$ cat src/rtl/demux_deserializer_2ch_if.sv
// rtl/demux_deserializer_2ch_if.sv - bit-input and word-output signals of the 2-channel demux deserializer
interface demux_deserializer_2ch_if #(
  parameter int WIDTH = 8
) ();

  // serial side, sampled from the 1-to-2 demux
  logic             bit_valid;
  logic             s;
  logic             y0;
  logic             y1;
  logic             flush;

  // word side, one valid/ack pair per channel
  logic [WIDTH-1:0] word0;
  logic             word0_valid;
  logic             word0_ack;
  logic [WIDTH-1:0] word1;
  logic             word1_valid;
  logic             word1_ack;
  logic             ovf0;
  logic             ovf1;

  // producer/consumer side driving bits and acks
  modport master (
    output bit_valid, s, y0, y1, flush, word0_ack, word1_ack,
    input  word0, word0_valid, word1, word1_valid, ovf0, ovf1
  );

  // deserializer side
  modport slave (
    input  bit_valid, s, y0, y1, flush, word0_ack, word1_ack,
    output word0, word0_valid, word1, word1_valid, ovf0, ovf1
  );

endinterface

$ cat src/rtl/demux_deserializer_2ch.sv
// rtl/demux_deserializer_2ch.sv - two-channel serial-to-word deserializer behind a 1-to-2 demux; DESER_MSB_FIRST_EN selects MSB-first assembly
module demux_deserializer_2ch #(
  parameter int WIDTH = 8
) (
  input  logic                    clk,
  input  logic                    rst,
  demux_deserializer_2ch_if.slave bus
);

  localparam int               CNT_W    = $clog2(WIDTH + 1);
  localparam logic [CNT_W-1:0] LAST_CNT = CNT_W'(WIDTH - 1);
  localparam logic [CNT_W-1:0] CNT_ONE  = CNT_W'(1);

  // index 0 = channel 0, index 1 = channel 1
  logic [1:0][WIDTH-1:0] sr_q, sr_d;
  logic [1:0][CNT_W-1:0] cnt_q, cnt_d;
  logic [1:0][WIDTH-1:0] word_q, word_d;
  logic [1:0]            valid_q, valid_d;
  logic [1:0]            ovf_q, ovf_d;

  logic [1:0]            ack;
  logic [1:0]            in_bit;
  logic [1:0]            accept;
  logic [1:0]            done;
  logic [1:0][WIDTH-1:0] shifted;

  assign ack    = {bus.word1_ack, bus.word0_ack};
  assign in_bit = {bus.y1, bus.y0};

  // only the selected channel takes a bit, and flush drops any bit presented with it
  assign accept[0] = bus.bit_valid & ~bus.flush & ~bus.s;
  assign accept[1] = bus.bit_valid & ~bus.flush &  bus.s;

  // shift register contents including this cycle's bit; on the last bit this is the full word
  always_comb begin
    shifted = '0;
    done    = '0;
    for (int c = 0; c < 2; c++) begin
`ifdef DESER_MSB_FIRST_EN
      shifted[c] = {sr_q[c][WIDTH-2:0], in_bit[c]};
`else
      shifted[c] = {in_bit[c], sr_q[c][WIDTH-1:1]};
`endif
      done[c] = accept[c] && (cnt_q[c] == LAST_CNT);
    end
  end

  // assembly, output load, handshake and overflow per channel
  always_comb begin
    sr_d    = sr_q;
    cnt_d   = cnt_q;
    word_d  = word_q;
    valid_d = valid_q;
    ovf_d   = ovf_q;
    for (int c = 0; c < 2; c++) begin
      // assembly state: flush discards partial words, completion restarts at count 0
      if (bus.flush) begin
        sr_d[c]  = '0;
        cnt_d[c] = '0;
        ovf_d[c] = 1'b0;
      end else if (done[c]) begin
        sr_d[c]  = '0;
        cnt_d[c] = '0;
      end else if (accept[c]) begin
        sr_d[c]  = shifted[c];
        cnt_d[c] = cnt_q[c] + CNT_ONE;
      end

      // output register: a same-cycle ack frees the slot so completions stream without a bubble
      if (done[c]) begin
        if (!valid_q[c] || ack[c]) begin
          word_d[c]  = shifted[c];
          valid_d[c] = 1'b1;
        end else begin
          ovf_d[c] = 1'b1;
        end
      end else if (valid_q[c] && ack[c]) begin
        valid_d[c] = 1'b0;
      end
    end
  end

  // state registers with asynchronous clear
  always_ff @(posedge clk or posedge rst) begin
    if (rst) begin
      sr_q    <= '0;
      cnt_q   <= '0;
      word_q  <= '0;
      valid_q <= '0;
      ovf_q   <= '0;
    end else begin
      sr_q    <= sr_d;
      cnt_q   <= cnt_d;
      word_q  <= word_d;
      valid_q <= valid_d;
      ovf_q   <= ovf_d;
    end
  end

  assign bus.word0       = word_q[0];
  assign bus.word0_valid = valid_q[0];
  assign bus.word1       = word_q[1];
  assign bus.word1_valid = valid_q[1];
  assign bus.ovf0        = ovf_q[0];
  assign bus.ovf1        = ovf_q[1];

endmodule

$ cat src/flat_wrapper.sv
// flat-port wrapper written by rule: the top's interface ports become plain ports
module demux_deserializer_2ch_flat 
#(
  parameter int WIDTH = 8
)
  (clk, rst, bus_bit_valid, bus_s, bus_y0, bus_y1, bus_flush, bus_word0_ack, bus_word1_ack, bus_word0, bus_word0_valid, bus_word1, bus_word1_valid, bus_ovf0, bus_ovf1);
  demux_deserializer_2ch_if #(.WIDTH(WIDTH)) bus_i ();
  input  logic clk;
  input  logic rst;
  input wire logic [$bits(bus_i.bit_valid)-1:0] bus_bit_valid;
  input wire logic [$bits(bus_i.s)-1:0] bus_s;
  input wire logic [$bits(bus_i.y0)-1:0] bus_y0;
  input wire logic [$bits(bus_i.y1)-1:0] bus_y1;
  input wire logic [$bits(bus_i.flush)-1:0] bus_flush;
  input wire logic [$bits(bus_i.word0_ack)-1:0] bus_word0_ack;
  input wire logic [$bits(bus_i.word1_ack)-1:0] bus_word1_ack;
  output wire logic [$bits(bus_i.word0)-1:0] bus_word0;
  output wire logic [$bits(bus_i.word0_valid)-1:0] bus_word0_valid;
  output wire logic [$bits(bus_i.word1)-1:0] bus_word1;
  output wire logic [$bits(bus_i.word1_valid)-1:0] bus_word1_valid;
  output wire logic [$bits(bus_i.ovf0)-1:0] bus_ovf0;
  output wire logic [$bits(bus_i.ovf1)-1:0] bus_ovf1;
  assign bus_i.bit_valid = bus_bit_valid;
  assign bus_i.s = bus_s;
  assign bus_i.y0 = bus_y0;
  assign bus_i.y1 = bus_y1;
  assign bus_i.flush = bus_flush;
  assign bus_i.word0_ack = bus_word0_ack;
  assign bus_i.word1_ack = bus_word1_ack;
  assign bus_word0 = bus_i.word0;
  assign bus_word0_valid = bus_i.word0_valid;
  assign bus_word1 = bus_i.word1;
  assign bus_word1_valid = bus_i.word1_valid;
  assign bus_ovf0 = bus_i.ovf0;
  assign bus_ovf1 = bus_i.ovf1;
  demux_deserializer_2ch #(.WIDTH(WIDTH)) u_core (.clk(clk), .rst(rst), .bus(bus_i));
endmodule
$ cat config.mk
export PLATFORM = sky130hd
export DESIGN_NAME = demux_deserializer_2ch_flat
export DESIGN_NICKNAME = d
export VERILOG_FILES = /design/src/rtl/demux_deserializer_2ch_if.sv /design/src/rtl/demux_deserializer_2ch.sv /design/src/flat_wrapper.sv
export SDC_FILE = /design/constraint.sdc
export NUM_CORES = 1
export LEC_CHECK = 0
export CAP_MARGIN = 20
export CORE_MARGIN = 2
export CORE_UTILIZATION = 38
export CTS_BUF_LIST = sky130_fd_sc_hd__clkbuf_16
export CTS_CLUSTER_DIAMETER = 30
export DETAILED_ROUTE_END_ITERATION = 8
export PLACE_DENSITY = 0.74
export SLEW_MARGIN = 40
export SYNTH_ARGS = -nofsm -noshare
export SYNTH_HDL_FRONTEND = slang
export SYNTH_SLANG_ARGS = --single-unit
$ cat constraint.sdc
create_clock -name clk -period 1.5 [get_ports clk]
set_input_delay 0.225 -clock clk [delete_from_list [all_inputs] [get_ports clk]]
set_output_delay 0.225 -clock clk [all_outputs]
set_load 0.005 [all_outputs]
After elaboration in Yosys (flattened, before gate mapping). Cells that the tools add are included.

Output and inout port bits: 20. Flip-flop bits (word level): 44. Logic and storage cells: 60. Input port bits: 9.

Add/subtract/negate cells: 2. Reduce and logical (&&, ||, !) cells: 16. Bitwise operators: 5. Multiplexer cells: 24. Eq/ne operators: 4.

Operator list (number): two-way mux 8 bit (6); two-way mux 4 bit (6); two-way mux 1 bit (12); adder 4 x 1 -> 4 bit (second input constant) (2); == test 4 x 3 -> 1 bit (second input constant) (2); AND reduction 2 bit (4); nonzero test 3 bit (2); logical AND 1 bit (4); inequality test 2 bit (second input constant) (2); nonzero test 2 bit (2); AND 1 bit (3); zero test 1 bit (2); logical OR 1 bit (2); inverter 1 bit (2).

Depth between registers and ports, before layout. Gate-level depths: netlist of the first run.

Depth in word-level cells: 6. Depth in mapped cells: 5. Gate-level depth less buffers: 4.

Worst setup path after synthesis of the first run. Ideal clock, no wire load.

Path kind: register -> register. From: reg u_core.cnt_q[0] (netlist name). To: reg u_core.word_q, in the netlist u_core.bus.word0[7]. Stages on the path, launching flop included: 5. Clock period less this slack: 1.610 ns. Data required time: 1.375 ns. Arrival time: 1.485 ns. Setup time: 0.125 ns. Slack: -0.110 ns. Path buffers: 0. Path through: dfrtp_1 ha_1 nand3b_1 nor4b_4 mux2_2.

Cells in the longest elaborated chain, start to end: 3.

Ends and longest elaborated chain: start: declaration (RTL line demux_deserializer_2ch.sv:16) `logic [1:0][CNT_W-1:0] cnt_q, cnt_d;`; start signal: assignment (RTL line demux_deserializer_2ch.sv:93) `cnt_q <= cnt_d;`; == test 4 x 3 -> 1 bit (RTL line demux_deserializer_2ch.sv:44) `done[c] = accept[c] && (cnt_q[c] == LAST_CNT);`; logical AND 1 bit (RTL line demux_deserializer_2ch.sv:44); AND reduction 2 bit (no line); end signal: assignment (RTL line demux_deserializer_2ch.sv:94) `word_q <= word_d;`; end: declaration (RTL line demux_deserializer_2ch.sv:17) `logic [1:0][WIDTH-1:0] word_q, word_d;`.

No other way between the ends. A chain may end at the register's enable or synchronous reset.

Worst setup path after layout of the first run.
From: reg u_core.cnt_q[0] (netlist name). To: reg u_core.word_q, in the netlist u_core.bus.word0[5].

Same word-level chain as after synthesis.

==> results.txt, run 1 <==
----------------------------------------------------
[Floorplan]
  Core box area ... 4350 um^2
  Die height ... 71.4 um
  Die Outline Area ... 5100 um^2
  Boundary pin count ... 29
  Number of rows created at floorplan ... 24
  Initial standard-cell utilization of the core ... 39.6%
  DIE WIDTH ... 71.4 um

[Setup path]
  Critical path launch point type ... flop
  Critical Setup Path Class ... reg2reg
  Worst Path Max Fanout ... 8
  Endpoint kind of the worst setup timing path ... flop
  Arrival time of data at the critical path endpoint ... 1720 ps
  Required time of the critical path ... 1670 ps

[Timing]
  Part of the cycle the worst path needs ... 104%
  Slew Limit Fails ... 0
  Crit path setup slack, layout ... -57.5 ps
  Final number of hold-violating endpoints ... 0
  Post-route setup TNS ... -417 ps
  Measured slew at the worst slew-check pin ... 304 ps
  Final Setup Violations ... 9
  Setup Skew ... 3.23 ps
  Unrepaired setup endpoints after global routing ... true
  Worst hold slack ... 295 ps
  Tmin final ... 1560 ps
  Max frequency ... 642 MHz
  Worst rel slew slack ... 79.6%

[Clock network]
  TritonCTS Buffers ... 5
  Clock Latency Late Sink ... 280 ps
  Number of sinks on the clock net ... 42
  Clock Pin Slew Worst Setup and Hold Paths ... 60 ps
  TritonCTS clock tree ... yes
  Buffer type at the clock tree root ... sky130_fd_sc_hd__clkbuf_16
  H-tree levels ... 2
  Worst-case clock buffer depth ... 2

[Synthesis]
  Count of mapped cells out of synthesis ... 125
  Distinct cell type count after synthesis ... 30
  Post-synthesis net count ... 136
  Share of async-settable or async-resettable flops after synthesis ... 100%
  Total number of yosys warnings ... 0
  Prevailing post-synth register cell ... sky130_fd_sc_hd__dfrtp_1
  EDFF count, synth ... 0
  Mean post-synth cell area ... 13.8 um^2
  Post-synthesis sequential area ratio ... 60.9%
  Netlist Area Pre-Place ... 1730 um^2
  FF+latch count, synth ... 42

[Run status]
  Result of the run ... finished, violations left
  Failing checks ... negative setup slack

[Route]
  Sum of routed wire length over all layers ... 3.41 mm
  Detail-routed via count per cell ... 5.16
  Drt initial violations ... 110
  Average wire length per cell after detail routing ... 14.7 um
  DRC violation count after routing ... 0
  Via count of the routed design ... 1202
  Number of antenna-violating nets in the routed design ... 0
  First-pass DRT Iterations ... 4

[Power]
  Power per unit of standard cell area ... 946 nW/um^2
  Internal cell power ... 1830 uW
  Switching share of power ... 21.5%
  Combinational Power Share ... 6.6%
  Portion of total power attributed to sequential cells ... 49.3%
  Switching power ... 503 uW
  Total Power ... 2340 uW
  Peak ir drop on the vdd network ... 0.500 mV
  Static leakage ... 0.00119 uW
  Clock power share ... 44.1%

[GRT]
  Number of global-route vias before repair ... 1291
  Maximum number of pins on one net before global-route repair ... 43
  First-pass GRT wire length ... 5.97 mm
  Global Route Usage Sum ... 14.9%
  Antenna violations before repair ... 0
  Total global routing overflow ... 0

[Cells and area]
  Fillers ... 354
  # nets final ... 191
  Count of inserted antenna diode cells ... 0
  Layout area overhead ... 43.1%
  Ratio of cells with drive above 1 in the final layout ... 32.6%
  Core occupancy in the finished layout ... 56.7%
  Commonest non-fill, non-tap cell in the layout ... sky130_fd_sc_hd__dfrtp_1
  Leading cell types in the layout, fill and taps excluded ... 42 x sky130_fd_sc_hd__dfrtp_1, 27 x sky130_fd_sc_hd__clkdlybuf4s50_1, 21 x sky130_fd_sc_hd__buf_4, 14 x sky130_fd_sc_hd__a22o_1, 9 x sky130_fd_sc_hd__mux2_4

[Placed design]
  HPWL after DPL ... 2.38 mm
  Number of port buffers ... 28
  Routability congestion estimate ... 0.799

[Job]
  Max Cap Viol ... 0

[Worst hold path]
  Class of the worst hold path ... in2async

----------------------------------------------------
state kept, by name, indices dropped and copies added (netlist names):
register / flops
u_core.shifted: 14
u_core.bus.word0: 8
u_core.bus.word1: 8
u_core.cnt_q: 8
u_core.ovf_q: 2
u_core.valid_q: 2
final timing paths:
check                                            start                               to  slack [ps]  cells past startpoint
hold / removal                                     rst  u_core.bus.word1[4]$_DFFE_PP0P_         300                      3
setup reg to reg           u_core.cnt_q[0]$_DFFE_PP0P_  u_core.bus.word0[5]$_DFFE_PP0P_         -60                      5
min in group clk                         bus_bit_valid      u_core.cnt_q[5]$_DFFE_PP0P_         460                      4
max in group asynchronous                          rst      u_core.cnt_q[5]$_DFFE_PP0P_        1010                      3
setup / recovery           u_core.cnt_q[0]$_DFFE_PP0P_  u_core.bus.word0[5]$_DFFE_PP0P_         -60                      5
hold reg to reg            u_core.cnt_q[3]$_DFFE_PP0P_      u_core.cnt_q[3]$_DFFE_PP0P_         500                      1
synth_stat cells, drive strengths merged (3+ instances only):
| master | count | area (um^2) |
|---|---|---|
| dfrtp | 42 | 1050 |
| nand3 | 3 | 15.0 |
| inv | 3 | 11.3 |
| a22o | 14 | 123 |
| xor2 | 3 | 26.3 |
| clkbuf | 3 | 11.3 |
| mux2 | 17 | 191 |
| nand2b | 3 | 26.3 |
| nor2 | 4 | 15.0 |
| nand2 | 4 | 15.0 |
| nand3b | 5 | 37.5 |
cells by family after synthesis:
| kind of cell | count (synthesis) | synth area share, % |
|---|---|---|
| DFF | 42 | 60.9 |
| xor gates and xnor gates | 3 | 1.52 |
| buffers and inverters | 8 | 2.03 |
| AOI/OAI and AO/OA | 21 | 9.72 |
| adders and majority gates | 2 | 1.45 |
| muxes | 18 | 11.7 |
| and+or+nand+nor | 31 | 12.7 |
cell type report:
cell class / instances / area (um^2) / area share (%)
well taps: 52 / 65.1 / 2.64
flip-flops and latches: 42 / 1050 / 42.6
multi-input cells: 75 / 696 / 28.2
repair buffers: 53 / 503 / 20.4
clock inverters: 3 / 17.5 / 0.710
inverters: 3 / 11.3 / 0.456
clock buffers: 5 / 125 / 5.07
timing repair:
| action | 4_1_cts | 5_1_grt |
|---|---|---|
| gates resized for setup | 7 | 7 |
| hold buffers | 0 | 0 |
| gates cloned | 0 | 0 |
| endpoints found under the setup margin | 24 | 25 |
| pin swaps | 2 | 1 |
| buffers inserted | 2 | 1 |
layer usage:
metal	share of wire [%]	vias to the layer above	track usage [%]
met3	4.2	12	3.38
met4	3.0	0	7.55
met5	0	-	0
li1	-	565	-
met1	43	592	18.8
met2	49	33	24.3
power by group through the flow:
stage / Combinational, uW / Clock, uW / Sequential, uW
2_1_floorplan: 65.6 / 0 / 1170
6_report: 154 / 1030 / 1150
3_3_place_gp: 137 / 0 / 1170
3_5_place_dp: 145 / 0 / 1170
4_1_cts: 151 / 1050 / 1150
5_1_grt: 170 / 1100 / 1150
stage by stage:
| stage | instance area [um^2] | setup WS, ps | std cells |
|---|---|---|---|
| after floorplan | 1750 | -110 | 125 |
| after global placement | 2260 | -331 | 222 |
| after detailed placement | 2260 | -379 | 222 |
| after CTS | 2440 | -71.2 | 232 |
| after global routing | 2470 | -151 | 233 |
| final | 2470 | -57.5 | 233 |
worst max-delay path: stages, from the launching register on:
cell                       delay, ps
sky130_fd_sc_hd__dfrtp_1         360
sky130_fd_sc_hd__ha_2            190
sky130_fd_sc_hd__nand3b_1        140
sky130_fd_sc_hd__nor4b_4         250
sky130_fd_sc_hd__buf_6           180
sky130_fd_sc_hd__mux2_2          340
No activity file was read; power rests on OpenSTA's default activity.
==> run 2, diff against run 1 <==
--- a/config.mk
+++ b/config.mk
@@ -5,13 +5,15 @@
 export SDC_FILE = /design/constraint.sdc
 export NUM_CORES = 1
 export LEC_CHECK = 0
+export ABC_AREA = 1
 export CAP_MARGIN = 20
 export CORE_MARGIN = 2
 export CORE_UTILIZATION = 38
 export CTS_BUF_LIST = sky130_fd_sc_hd__clkbuf_16
 export CTS_CLUSTER_DIAMETER = 30
 export DETAILED_ROUTE_END_ITERATION = 8
-export PLACE_DENSITY = 0.74
+export GPL_ROUTABILITY_DRIVEN = 0
+export PLACE_DENSITY = 0.73
 export SLEW_MARGIN = 40
 export SYNTH_ARGS = -nofsm -noshare
 export SYNTH_HDL_FRONTEND = slang
==> constraint.sdc (replaced) <==
create_clock -name clk -period 1.33 [get_ports clk]
set_input_delay 0.1995 -clock clk [delete_from_list [all_inputs] [get_ports clk]]
set_output_delay 0.1995 -clock clk [all_outputs]
set_load 0.005 [all_outputs]
==> results.txt, run 2 <==
----------------------------------------------------
[Job]
  Max Cap Viol ... 0

[Synthesis]
  Share of async-settable or async-resettable flops after synthesis ... 100%
  Post-synthesis net count ... 215
  Count of mapped cells out of synthesis ... 204
  Post-synthesis sequential area ratio ... 58.3%
  Cell accounting for the most synthesized area ... sky130_fd_sc_hd__dfrtp_1
  Most common cell in the synthesized netlist ... sky130_fd_sc_hd__nand2_1
  EDFF count, synth ... 0
  FF+latch count, synth ... 42
  Total number of yosys warnings ... 0
  Prevailing post-synth register cell ... sky130_fd_sc_hd__dfrtp_1
  Leading cell types by total area after synthesis ... sky130_fd_sc_hd__dfrtp_1 58%, sky130_fd_sc_hd__nand2_1 21%, sky130_fd_sc_hd__nand3_1 3.9%
  Commonest cells in the netlist ... 103 x sky130_fd_sc_hd__nand2_1, 42 x sky130_fd_sc_hd__dfrtp_1, 14 x sky130_fd_sc_hd__nand3_1
  Distinct cell type count after synthesis ... 19
  Mean post-synth cell area ... 8.84 um^2
  Netlist Area Pre-Place ... 1800 um^2
  Share of Yosys cell area claimed by the top area cell type ... 58.3%

[GRT]
  First-pass GRT wire length ... 6.39 mm
  Total global routing overflow ... 0
  Maximum number of pins on one net before global-route repair ... 43
  Global Route Usage Sum ... 15.7%
  Number of global-route vias before repair ... 1487
  Antenna violations before repair ... 0

[Cells and area]
  Fillers ... 428
  Layout area overhead ... 38.3%
  Ratio of cells with drive above 1 in the final layout ... 18.8%
  Commonest non-fill, non-tap cell in the layout ... sky130_fd_sc_hd__nand2_1
  # nets final ... 266
  Leading cell types in the layout, fill and taps excluded ... 101 x sky130_fd_sc_hd__nand2_1, 42 x sky130_fd_sc_hd__dfrtp_1, 19 x sky130_fd_sc_hd__buf_4, 14 x sky130_fd_sc_hd__nand3_1, 14 x sky130_fd_sc_hd__dlygate4sd2_1
  Core occupancy in the finished layout ... 53.6%
  Number of flip-flops under the largest register name ... 14
  Count of inserted antenna diode cells ... 0
  Design area ... 2500 um^2

[Setup path]
  Arrival time of data at the critical path endpoint ... 1520 ps
  Crit path launch ... u_core.cnt_q[0]$_DFFE_PP0P_
  Worst Path Max Fanout ... 8
  Critical R2R Launch ... u_core.cnt_q[0]$_DFFE_PP0P_
  Required time of the critical path ... 1560 ps
  Endpoint kind of the worst setup timing path ... flop
  Critical Setup Path Class ... reg2reg
  Critical path launch point type ... flop

[Timing]
  Final number of hold-violating endpoints ... 0
  Tmin final ... 1300 ps
  Worst rel slew slack ... 83.2%
  Part of the cycle the worst path needs ... 97.7%
  Unrepaired setup endpoints after global routing ... true
  Final Setup Violations ... 0
  Slew Limit Fails ... 0
  Max frequency ... 770 MHz
  Setup Skew ... 3.97 ps
  Measured slew at the worst slew-check pin ... 252 ps

[Clock network]
  Buffer type at the clock tree root ... sky130_fd_sc_hd__clkbuf_16
  Count of hold buffers inserted by post-cts repair ... 0
  Worst-case clock buffer depth ... 2
  Number of sinks on the clock net ... 42
  TritonCTS clock tree ... yes
  TritonCTS Buffers ... 5
  Clock Pin Slew Worst Setup and Hold Paths ... 60 ps
  H-tree levels ... 2
  Clock Latency Late Sink ... 280 ps

[Route]
  Via count of the routed design ... 1523
  Detail-routed via count per cell ... 4.91
  Sum of routed wire length over all layers ... 3.80 mm
  Number of antenna-violating nets in the routed design ... 0
  Average wire length per cell after detail routing ... 12.2 um
  DRC violation count after routing ... 0
  Drt initial violations ... 142
  First-pass DRT Iterations ... 4

[Power]
  Static leakage ... 0.00146 uW
  Peak ir drop on the vdd network ... 0.632 mV
  Power per unit of standard cell area ... 1140 nW/um^2

[Floorplan]
  Die height ... 72.9 um
  Initial standard-cell utilization of the core ... 38.7%
  Number of rows created at floorplan ... 25
  Core box area ... 4660 um^2
  Boundary pin count ... 29
  Die Outline Area ... 5320 um^2
  DIE WIDTH ... 72.9 um

[Run status]
  Result of the run ... finished, final reports clean

[Placed design]
  HPWL after DPL ... 2.59 mm
  Number of port buffers ... 28
  Post-detailed-placement cell area ... 2240 um^2

[Worst hold path]
  Class of the worst hold path ... in2async

----------------------------------------------------
## run 2: cell types whose count changed after synthesis, sizes merged, moves of 10 or more
cell	previous run	this run
mux2	17	0
nand2	4	103
nand4	0	10
nand3	3	18
a22o	14	0
## run 2: power breakdown
group / total, uW / internal [uW] / switching (uW)
Combinational: 154 / 67.0 / 87.1
Sequential: 1300 / 1290 / 10.1
Clock: 1390 / 884 / 501
Total: 2840 / 2240 / 598
## run 2: logic make-up (layout without fill, tap and decap cells)
kind of cell,Yosys count,count (layout),synth area share (%)
adders and majority gates,2,2,1.39
buffers and inverters,13,65,3.19
and+or+nand+nor,140,140,35.1
DFF,42,42,58.3
AOI/OAI and AO/OA,7,7,2.08
## run 2: critical path: stages, from the launching register on
cell                      delay [ps]
sky130_fd_sc_hd__dfrtp_1         370
sky130_fd_sc_hd__ha_1            180
sky130_fd_sc_hd__nand2_1         110
sky130_fd_sc_hd__nor2_4          230
sky130_fd_sc_hd__buf_6           160
sky130_fd_sc_hd__nand4_1         100
sky130_fd_sc_hd__nand2_1          80
## run 2: layout make-up
type,instances,area [um^2],area share (%)
inverter,8,30.0,1.20
multi-input combinational,149,726,29.1
sequential,42,1050,42.1
timing repair buffer,49,452,18.1
clock buffer,5,125,5.01
clock inverter,3,45.0,1.80
tap,54,67.6,2.71
## run 2: metal layers
layer  vias to the layer above  part of all wire (%)  GRT usage [%]
met5                         -                     0              0
li1                        753                     -              -
met1                       744                    46           20.1
met3                         5                   2.9           3.31
met2                        21                    49           24.9
met4                         0                   2.1           8.64
## run 2: timing repair
item / in CTS / in global routing
gates resized for setup: 15 / 13
buffers inserted: 6 / 1
pin swaps: 0 / 4
setup endpoints to repair: 26 / 25
## run 2: path summary, 6_finish.rpt
path	depth (start not counted)	to	slack [ps]
max in group asynchronous	3	u_core.shifted[3]$_DFFE_PP0P_	860
hold / removal	3	u_core.ovf_q[0]$_DFF_PP0_	280
hold reg to reg	2	u_core.bus.word1[0]$_DFFE_PP0P_	460
setup reg to reg	6	u_core.bus.word0[7]$_DFFE_PP0P_	30
min in group clk	2	u_core.bus.word1[0]$_DFFE_PP0P_	460
setup / recovery	6	u_core.bus.word0[7]$_DFFE_PP0P_	30
## run 2: through the flow
step | hold WS (ps) | setup TNS [ps] | std cells | power [uW] | worst slack [ps]
after floorplan | 309 | 0 | 204 | 1390 | 96.1
after global placement | 456 | -4330 | 295 | 1470 | -176
after detailed placement | 460 | -5310 | 295 | 1470 | -221
after CTS | 289 | 0 | 309 | 2850 | 3.46
after global routing | 305 | -221 | 310 | 2930 | -54.9
final | 277 | 0 | 310 | 2840 | 30.8
==> run 3, diff against run 2 <==
--- a/config.mk
+++ b/config.mk
@@ -14,7 +14,8 @@
 export DETAILED_ROUTE_END_ITERATION = 8
 export GPL_ROUTABILITY_DRIVEN = 0
 export PLACE_DENSITY = 0.73
-export SLEW_MARGIN = 40
+export SETUP_SLACK_MARGIN = 0.2
+export SLEW_MARGIN = 15
 export SYNTH_ARGS = -nofsm -noshare
 export SYNTH_HDL_FRONTEND = slang
 export SYNTH_SLANG_ARGS = --single-unit
==> results.txt, run 3 (synthesis results as in run 2) <==
----------------------------------------------------
[Run status]
  Result of the run ... finished, final reports clean

[Cells and area]
  Commonest non-fill, non-tap cell in the layout ... sky130_fd_sc_hd__nand2_1
  Number of flip-flops under the largest register name ... 14
  Area taken by flip-flops and latches ... 1050 um^2
  Core occupancy in the finished layout ... 59.3%
  Design area ... 2760 um^2
  Leading cell types in the layout, fill and taps excluded ... 93 x sky130_fd_sc_hd__nand2_1, 42 x sky130_fd_sc_hd__dfrtp_1, 32 x sky130_fd_sc_hd__buf_4, 15 x sky130_fd_sc_hd__clkdlybuf4s15_1, 12 x sky130_fd_sc_hd__nand3_1
  Post-layout instance count excluding filler cells ... 330
  Layout area overhead ... 53.2%
  Fillers ... 384
  Count of inserted antenna diode cells ... 0
  # nets final ... 286
  Area occupied by multi-input gates ... 817 um^2
  Ratio of cells with drive above 1 in the final layout ... 29.0%

[Floorplan]
  Boundary pin count ... 29
  Initial standard-cell utilization of the core ... 38.7%
  Die Outline Area ... 5320 um^2
  Number of rows created at floorplan ... 25
  Core box area ... 4660 um^2
  Die height ... 72.9 um
  DIE WIDTH ... 72.9 um

[Route]
  First-pass DRT Iterations ... 4
  Via count of the routed design ... 1629
  Average wire length per cell after detail routing ... 13.1 um
  Sum of routed wire length over all layers ... 4.32 mm
  DRC violation count after routing ... 0
  Drt initial violations ... 98
  Number of antenna-violating nets in the routed design ... 0
  Detail-routed via count per cell ... 4.94

[GRT]
  First-pass GRT wire length ... 6.63 mm
  Global Route Usage Sum ... 16.1%
  Maximum number of pins on one net before global-route repair ... 29
  Antenna violations before repair ... 0
  Number of global-route vias before repair ... 1471
  Total global routing overflow ... 0

[Clock network]
  TritonCTS Buffers ... 5
  Buffer type at the clock tree root ... sky130_fd_sc_hd__clkbuf_16
  TritonCTS clock tree ... yes
  Clock Latency Late Sink ... 280 ps
  Number of sinks on the clock net ... 42
  H-tree levels ... 2
  Clock Pin Slew Worst Setup and Hold Paths ... 60 ps
  Worst-case clock buffer depth ... 2

[Setup path]
  Worst setup slack for register-to-register paths ... 80 ps
  Crit path max-delay family ... simple AND/OR/NAND/NOR gates
  Required time of the critical path ... 1500 ps
  Critical Setup Path Class ... reg2reg
  Crit-path most repeated cell ... sky130_fd_sc_hd__nand2_1
  Endpoint kind of the worst setup timing path ... flop
  Worst Path Max Fanout ... 8
  Critical path, cell by cell ... ha_2, nand2_2, nor2_4, nand3_4, nand2_1, nand2_1
  Critical path launch point type ... flop
  CP max-delay cell ... sky130_fd_sc_hd__dfrtp_1
  Slowest cell delay on critical path ... 360 ps
  Crit path launch ... u_core.cnt_q[0]$_DFFE_PP0P_
  Critical R2R Launch ... u_core.cnt_q[0]$_DFFE_PP0P_
  Arrival time of data at the critical path endpoint ... 1430 ps
  Number of buffers and inverters on the critical path ... 0

[Placed design]
  Post-detailed-placement cell area ... 2280 um^2
  Number of port buffers ... 28
  HPWL after DPL ... 2.61 mm
  Placement-stage worst setup slack ... -144 ps
  Dpl cells ... 295

[Power]
  Total Power ... 2850 uW
  Peak ir drop on the vdd network ... 1.06 mV
  Power per unit of standard cell area ... 1030 nW/um^2
  Static leakage ... 0.00150 uW

[Timing]
  Tmin final ... 1250 ps
  Crit path setup slack, layout ... 76.3 ps
  Part of the cycle the worst path needs ... 94.3%
  Max frequency ... 798 MHz
  Setup Skew ... 7.74 ps
  Slew Limit Fails ... 0
  Unrepaired setup endpoints after global routing ... true
  Final number of hold-violating endpoints ... 0
  Measured slew at the worst slew-check pin ... 266 ps
  Final Setup Violations ... 0
  Worst rel slew slack ... 82.2%

[Worst hold path]
  Class of the worst hold path ... in2async

[Job]
  Max Cap Viol ... 0

----------------------------------------------------
[run 3: changes by cell type in the layout (fill, tap and decap cells not counted), sizes merged]
cell / before / now
buf: 21 / 39
clkdlybuf4s15: 0 / 15
dlygate4sd2: 14 / 5
clkdlybuf4s50: 8 / 5
dlymetal6s2s: 6 / 3
clkinvlp: 2 / 3
nor2: 7 / 8
[run 3: routing by layer]
layer | up-vias | routed length, um | GRT usage [%] | part of all wire, %
met2 | 34 | 2300 | 27.5 | 53
met5 | - | 0 | 0 | 0
met1 | 795 | 1820 | 20.2 | 42
li1 | 797 | - | - | -
met4 | 0 | 27 | 3.29 | 0.63
met3 | 3 | 171 | 4.97 | 4.0
[run 3: layout make-up]
type,count,area share [%]
inverter,8,1.31
timing repair buffer,67,22.4
multi-input combinational,150,29.6
sequential,42,38.0
timing repair inverter,1,0.272
clock inverter,3,1.49
tap,54,2.44
clock buffer,5,4.53
[run 3: per-stage QoR]
step           hold WS, ps  TNS [ps]
2_1_floorplan          191         0
3_3_place_gp           456     -3060
3_5_place_dp           460     -4060
4_1_cts                292         0
5_1_grt                325     -7.91
6_report               290         0
[run 3: where the power goes]
part	leakage (uW)	internal, uW	switching [uW]	total [uW]
logic	0.000832	80.1	102	183
clock network	0.0000812	878	483	1360
registers	0.000584	1290	11.0	1300
[run 3: timing repair]
action                                  4_1_cts  5_1_grt
resized for setup                            26       40
buffers inserted                             11       13
hold buffers                                  0        0
endpoints found under the setup margin       56       55
gates cloned                                  1        2
pin swaps                                     5       16
[run 3: path summary, 6_finish.rpt]
kind,to,cells past startpoint
worst min-delay path,u_core.cnt_q[0]$_DFFE_PP0P_,3
max in group asynchronous,u_core.bus.word1[0]$_DFFE_PP0P_,3
worst max register to register,u_core.bus.word0[0]$_DFFE_PP0P_,6
min in group clk,u_core.cnt_q[1]$_DFFE_PP0P_,4
worst max-delay path,u_core.bus.word0[0]$_DFFE_PP0P_,6
worst min register to register,u_core.bus.word1[2]$_DFFE_PP0P_,2
[run 3: tightest hold or removal path: cells and delay by family]
kind / cells / cell delay [ps]
buf+inv: 3 / 710
